===== src/rtl/dose_scheduler.sv =====
// Dose scheduler: programmable dose-time slots feeding per-channel request
// queues, served one channel at a time by a shared motor pulse engine with
// round-robin arbitration, inter-pulse gap and a timed dispense alarm.
module dose_scheduler #(
  parameter int unsigned NUM_CH        = 4,
  parameter int unsigned NUM_SLOTS     = 3,
  parameter int unsigned PULSE_CYCLES  = 10000000,
  parameter int unsigned GAP_CYCLES    = 1000,
  parameter int unsigned ALARM_SECONDS = 5
) (
  input  logic              clock,
  input  logic              resetn,
  input  logic              secondP,
  input  logic [4:0]        hours,
  input  logic [5:0]        minutes,
  input  logic [5:0]        seconds,
  input  logic              cfg_we,
  input  logic [2:0]        cfg_slot,
  input  logic              cfg_en,
  input  logic [4:0]        cfg_hour,
  input  logic [5:0]        cfg_min,
  input  logic [NUM_CH-1:0] cfg_mask,
  input  logic [NUM_CH-1:0] override,
  input  logic              alarm_ack,
  output logic [NUM_CH-1:0] dispense,
  output logic              busy,
  output logic [NUM_CH-1:0] pending,
  output logic              alarm,
  output logic [7:0]        missed
);

  localparam int unsigned CH_W    = (NUM_CH > 1) ? $clog2(NUM_CH) : 1;
  localparam int unsigned CNT_MAX = (PULSE_CYCLES > GAP_CYCLES) ? PULSE_CYCLES : GAP_CYCLES;
  localparam int unsigned CNT_W   = (CNT_MAX > 1) ? $clog2(CNT_MAX) : 1;
  localparam int unsigned HOLD_W  = (ALARM_SECONDS > 0) ? $clog2(ALARM_SECONDS + 1) : 1;

  typedef enum logic [1:0] {IDLE, PULSE, GAP} state_t;

  typedef struct packed {
    logic              en;
    logic [4:0]        hour;
    logic [5:0]        min;
    logic [NUM_CH-1:0] mask;
  } slot_t;

  slot_t             slot_q [NUM_SLOTS];
  state_t            state_q, state_d;
  logic [CNT_W-1:0]  cnt_q, cnt_d;
  logic [CH_W-1:0]   rr_q, rr_d;
  logic [CH_W-1:0]   gnt_q, gnt_d;
  logic [HOLD_W-1:0] hold_q, hold_d;
  logic [NUM_CH-1:0] ovr_q;

  logic [NUM_CH-1:0] sched_req, req, drop, grant_clr;
  logic [NUM_CH-1:0] dispense_d, pending_d;
  logic              busy_d, alarm_d, found;
  logic [CH_W-1:0]   cand, pick;
  logic [7:0]        missed_d;

  // Slot configuration storage with fixed power-up schedule.
  always_ff @(posedge clock or negedge resetn) begin
    if (!resetn) begin
      for (int s = 0; s < NUM_SLOTS; s++) begin
        slot_q[s].en   <= (s < 3);
        slot_q[s].hour <= (s == 0) ? 5'd8 : (s == 1) ? 5'd13 : (s == 2) ? 5'd20 : 5'd0;
        slot_q[s].min  <= '0;
        slot_q[s].mask <= '1;
      end
    end else begin
      for (int s = 0; s < NUM_SLOTS; s++) begin
        if (cfg_we && (cfg_slot == 3'(s))) begin
          slot_q[s] <= slot_t'({cfg_en, cfg_hour, cfg_min, cfg_mask});
        end
      end
    end
  end

  // Request vector: schedule matches plus override rising edges; busy channels drop.
  always_comb begin
    sched_req = '0;
    for (int s = 0; s < NUM_SLOTS; s++) begin
      if (secondP && (seconds == 6'd0) && slot_q[s].en &&
          (slot_q[s].hour == hours) && (slot_q[s].min == minutes)) begin
        sched_req = sched_req | slot_q[s].mask;
      end
    end
    req  = sched_req | (override & ~ovr_q);
    drop = req & (pending | dispense);
  end

  // State and output registers.
  always_ff @(posedge clock or negedge resetn) begin
    if (!resetn) begin
      state_q  <= IDLE;
      cnt_q    <= '0;
      rr_q     <= '0;
      gnt_q    <= '0;
      hold_q   <= '0;
      ovr_q    <= '0;
      dispense <= '0;
      busy     <= 1'b0;
      pending  <= '0;
      alarm    <= 1'b0;
      missed   <= '0;
    end else begin
      state_q  <= state_d;
      cnt_q    <= cnt_d;
      rr_q     <= rr_d;
      gnt_q    <= gnt_d;
      hold_q   <= hold_d;
      ovr_q    <= override;
      dispense <= dispense_d;
      busy     <= busy_d;
      pending  <= pending_d;
      alarm    <= alarm_d;
      missed   <= missed_d;
    end
  end

  // Pulse engine next-state, arbitration, alarm hold and queue update.
  always_comb begin
    state_d    = state_q;
    cnt_d      = cnt_q;
    rr_d       = rr_q;
    gnt_d      = gnt_q;
    hold_d     = hold_q;
    dispense_d = dispense;
    alarm_d    = alarm;
    grant_clr  = '0;
    found      = 1'b0;
    cand       = '0;
    pick       = '0;

    case (state_q)
      IDLE: begin
        for (int i = 0; i < NUM_CH; i++) begin
          cand = CH_W'((32'(rr_q) + 32'(i)) % NUM_CH);
          if (!found && pending[cand]) begin
            found = 1'b1;
            pick  = cand;
          end
        end
        if (found) begin
          grant_clr[pick]  = 1'b1;
          dispense_d       = '0;
          dispense_d[pick] = 1'b1;
          gnt_d            = pick;
          cnt_d            = CNT_W'(PULSE_CYCLES - 1);
          state_d          = PULSE;
        end
      end
      PULSE: begin
        if (cnt_q == '0) begin
          dispense_d = '0;
          rr_d       = (32'(gnt_q) == NUM_CH - 1) ? '0 : gnt_q + CH_W'(1);
          cnt_d      = CNT_W'(GAP_CYCLES - 1);
          hold_d     = HOLD_W'(ALARM_SECONDS);
          state_d    = GAP;
        end else begin
          cnt_d = cnt_q - CNT_W'(1);
        end
      end
      GAP: begin
        if (cnt_q == '0) begin
          state_d = IDLE;
        end else begin
          cnt_d = cnt_q - CNT_W'(1);
        end
      end
      default: state_d = IDLE;
    endcase

    // Alarm hold counts seconds only outside a pulse; a new pulse wins over ack.
    if (secondP && (state_q != PULSE) && (hold_q != '0)) begin
      hold_d = hold_q - HOLD_W'(1);
      if (hold_q == HOLD_W'(1)) alarm_d = 1'b0;
    end
    if (alarm_ack) alarm_d = 1'b0;
    if (found)     alarm_d = 1'b1;

    pending_d = (pending & ~grant_clr) | (req & ~drop);
    missed_d  = ((|drop) && (missed != 8'hFF)) ? missed + 8'd1 : missed;
    busy_d    = (state_d != IDLE);
  end

endmodule


===== config.mk =====
export PLATFORM = sky130hd
export DESIGN_NAME = dose_scheduler
export DESIGN_NICKNAME = d
export VERILOG_FILES = /design/src/rtl/dose_scheduler.sv
export SDC_FILE = /design/constraint.sdc
export NUM_CORES = 1
export LEC_CHECK = 0
export ABC_AREA = 1
export BUFFER_PORTS_ARGS = -buffer_cell sky130_fd_sc_hd__buf_4
export CAP_MARGIN = 20
export CORE_MARGIN = 3
export CORE_UTILIZATION = 55
export CTS_CLUSTER_DIAMETER = 60
export DETAILED_ROUTE_END_ITERATION = 12
export HOLD_SLACK_MARGIN = 0.02
export PLACE_DENSITY = 0.81
export REMOVE_ABC_BUFFERS = 1
export SYNTH_ARGS = -nofsm -noshare
export SYNTH_HDL_FRONTEND = slang
export SYNTH_SLANG_ARGS = --single-unit

===== constraint.sdc =====
create_clock -name clock -period 2.5 [get_ports clock]
set_clock_uncertainty 0.1 [all_clocks]
set_input_delay 0.5 -clock clock [delete_from_list [all_inputs] [get_ports clock]]
set_output_delay 0.5 -clock clock [all_outputs]
set_load 0.02 [all_outputs]

==> flow_summary.ini <==
[status]
outcome = completed

[finish]
antennaDiodeCount = 0
design_area_sq_mm = 0.00673
layout.cells.non_filler = 1005
area_growth_pct = 14.5
mostFrequentLayoutCell = nand2_1
drive_gt1_share_pct = 17.3
final_nets = 919
layout_common_cells = nand2_1, inv_1, nor2_1
fin_util_pct = 64.9

[logic_synthesis]
synthCells = 794
synth_ff_type = dfrtp_1
synth_area_per_cell_sq_um = 7.41
synth_edf_count = 0
ys_seq_area_share_pct = 44.3
netlist_area_sq_mm = 0.00588
synthArstFlopShare_pct = 100
ys_seq_elements = 103
synth.distinct_cells = 44
yosys_warnings = 0

[floorplan]
start_util_pct = 56.7
dieWidth_um = 109
die-area_sq_mm = 0.0120
core_sq_mm = 0.0104
die_h_um = 109
std_cell_rows = 37
io_pins = 63

[routing]
vias = 5245
wl_per_cell_um = 13.4
ant_nets = 0
post-route-drc-count = 0
wirelength_um = 13400
drt-pass1-iter-count = 6
via_per_inst = 5.22
dr.first_iter.drc_count = 400

[clock_tree]
cts_setup_buffers = 0
cts_tree = built
clkTransAtPathRegs_ns = 0.11
cts_sinks = 103
clock_path_buffers = 2
htreeDepth = 3
cts_made_buffers = 9
clockRootBuffer = clkbuf_8
worstSkewPairLatency_ns = 0.37

[worst_setup_path]
start_kind = flop
critical_path.endpoint = cnt_q[17]
critPathCaptureType = flop
reg2reg_depth = 12
cp.required_ns = 2.65
cp.arrival_ns = 2.46
crit_start = cnt_q[0]
ff2ff_setup_slack_ns = 0.19
crit_type = reg -> reg
cp_max_fo = 13
r2r-end = cnt_q[17]
timing.rr.start = cnt_q[0]

[grt]
grt_max_degree = 47
grt_pass1_vias = 5148
grtUsageTotal_pct = 24.1
antenna_found_initial = 0
grt.overflow.total = 0
grt_pass1_wl_um = 22900

[sta]
rsz0062_at_grt = false
hold_viol_final = 0
max_slew_margin_pct = 61.5
post-route-period-util_pct = 92.5
setup_viol = 0
slew_violations = 0
max_freq_ghz = 0.432
worst_pin_slew_ns = 0.578
layout_setup_ws_ns = 0.187
fin_setup_tns_ns = 0
min_period_ns = 2.31

[min_path]
whs_path_depth = 1
min_path_type = in -> reg

[power]
leakagePower_nw = 3.43
peakVddDrop_v = 0.000481
pwr_density_cell_mw_per_mm2 = 560

[placed_design]
dp_cells = 988
dp_hpwl_um = 10000
io_buffer_count = 62
place_area_sq_mm = 0.00652
gp_congestion = 0.902
preCtsSetupSlack_ns = 0.121

[flow_run]
max_cap_violations = 0
## flip-flops by register name, indices dropped and copies added (netlist names)
name and cells:
hold_q 3, pending 4, rr_q 2, state_q 2, dispense 4, busy 1, gnt_q 2, slot_q 48
alarm 1, missed 8, cnt_q 24, ovr_q 4
## power breakdown
group | internal [mW] | switching (mW) | total [mW] | leakage (nW)
Sequential | 1.90 | 0.164 | 2.06 | 1.21
Combinational | 0.285 | 0.368 | 0.653 | 2.12
Clock | 0.465 | 0.588 | 1.05 | 0.0956
Total | 2.65 | 1.12 | 3.77 | 3.43
## Yosys cell counts (2+ instances only)
master	instances	area share, %
a21oi_1	17	1.4
a21oi_2	2	0.30
a21oi_4	2	0.55
a22oi_1	5	0.64
a31oi_1	3	0.32
buf_6	3	0.57
clkbuf_1	9	0.57
dfrtp_1	82	35
dfstp_2	21	9.4
ha_1	10	2.1
inv_1	114	7.3
inv_2	6	0.38
nand2_1	240	15
nand2_2	3	0.32
nand3_1	49	4.2
nand3_2	2	0.34
nand4_1	2	0.21
nor2_1	85	5.4
nor2_2	2	0.21
nor2_4	4	0.77
nor3_1	8	0.68
nor3b_2	2	0.43
nor4_1	2	0.21
o21ai_0	70	6.0
o21ai_1	7	0.60
o21ai_2	8	1.2
o22ai_1	3	0.32
o31ai_1	3	0.38
or2_2	2	0.21
xnor2_1	4	0.60
xor2_1	11	1.6
## layout make-up
type                    instances  area (sq um)
inverters                     121           457
flip-flops and latches        103          2600
fillers                       900          3640
clock buffers                   9           124
repair buffers                 72           556
well taps                     136           170
multi-input cells             557          2750
clock inverters                 7          72.6
## metal layers
layer | up-vias | track usage, % | wire, um
li1 | 2631 | - | -
met3 | 26 | 3.29 | 671
met5 | - | 0 | 0
met2 | 153 | 40.8 | 6570
met4 | 0 | 9.97 | 291
met1 | 2435 | 31.0 | 5900
## cell families (layout without fill, tap and decap cells)
| group | Yosys count | count (layout) | synth area share (%) |
|---|---|---|---|
| compound gates | 123 | 123 | 12.3 |
| fa+ha+maj | 10 | 10 | 2.13 |
| buf+inv | 134 | 209 | 9.00 |
| flops | 103 | 103 | 44.3 |
| xor+xnor | 16 | 16 | 2.51 |
| simple gates | 408 | 408 | 29.8 |
## what timing repair did
item / CTS / global route
gates resized for setup: 0 / 1
endpoints found under the hold margin: 8 / 0
hold buffers: 1 / 0
endpoints found under the setup margin: 0 / 1
## critical path, cell delays in order (launching register included)
cell	delay [ns]
dfrtp_1	0.39
inv_1	0.10
ha_2	0.23
nand2_1	0.10
nor2_2	0.15
inv_1	0.08
nor3b_1	0.24
buf_4	0.16
a21oi_2	0.08
nand2_8	0.12
buf_4	0.22
o21ai_1	0.07
nor3b_2	0.15
## worst min-delay path by stage
stage / start / to / slack (ns)
2_1_floorplan: resetn / alarm / 0.10
3_3_place_gp: gnt_q[0] / rr_q[0] / 0.37
3_5_place_dp: gnt_q[0] / rr_q[0] / 0.38
4_1_cts: override[0] / ovr_q[0] / 0.12
5_1_grt: override[0] / ovr_q[0] / 0.11
6_report: override[0] / ovr_q[0] / 0.13
## metrics by stage
step,hold WS [ns],power (mW)
6_report,0.134,3.77
5_1_grt,0.110,4.00
4_1_cts,0.121,3.79
3_5_place_dp,0.383,2.74
3_3_place_gp,0.368,2.70
2_1_floorplan,0.104,2.45
Power figures use the tool's default switching activity.
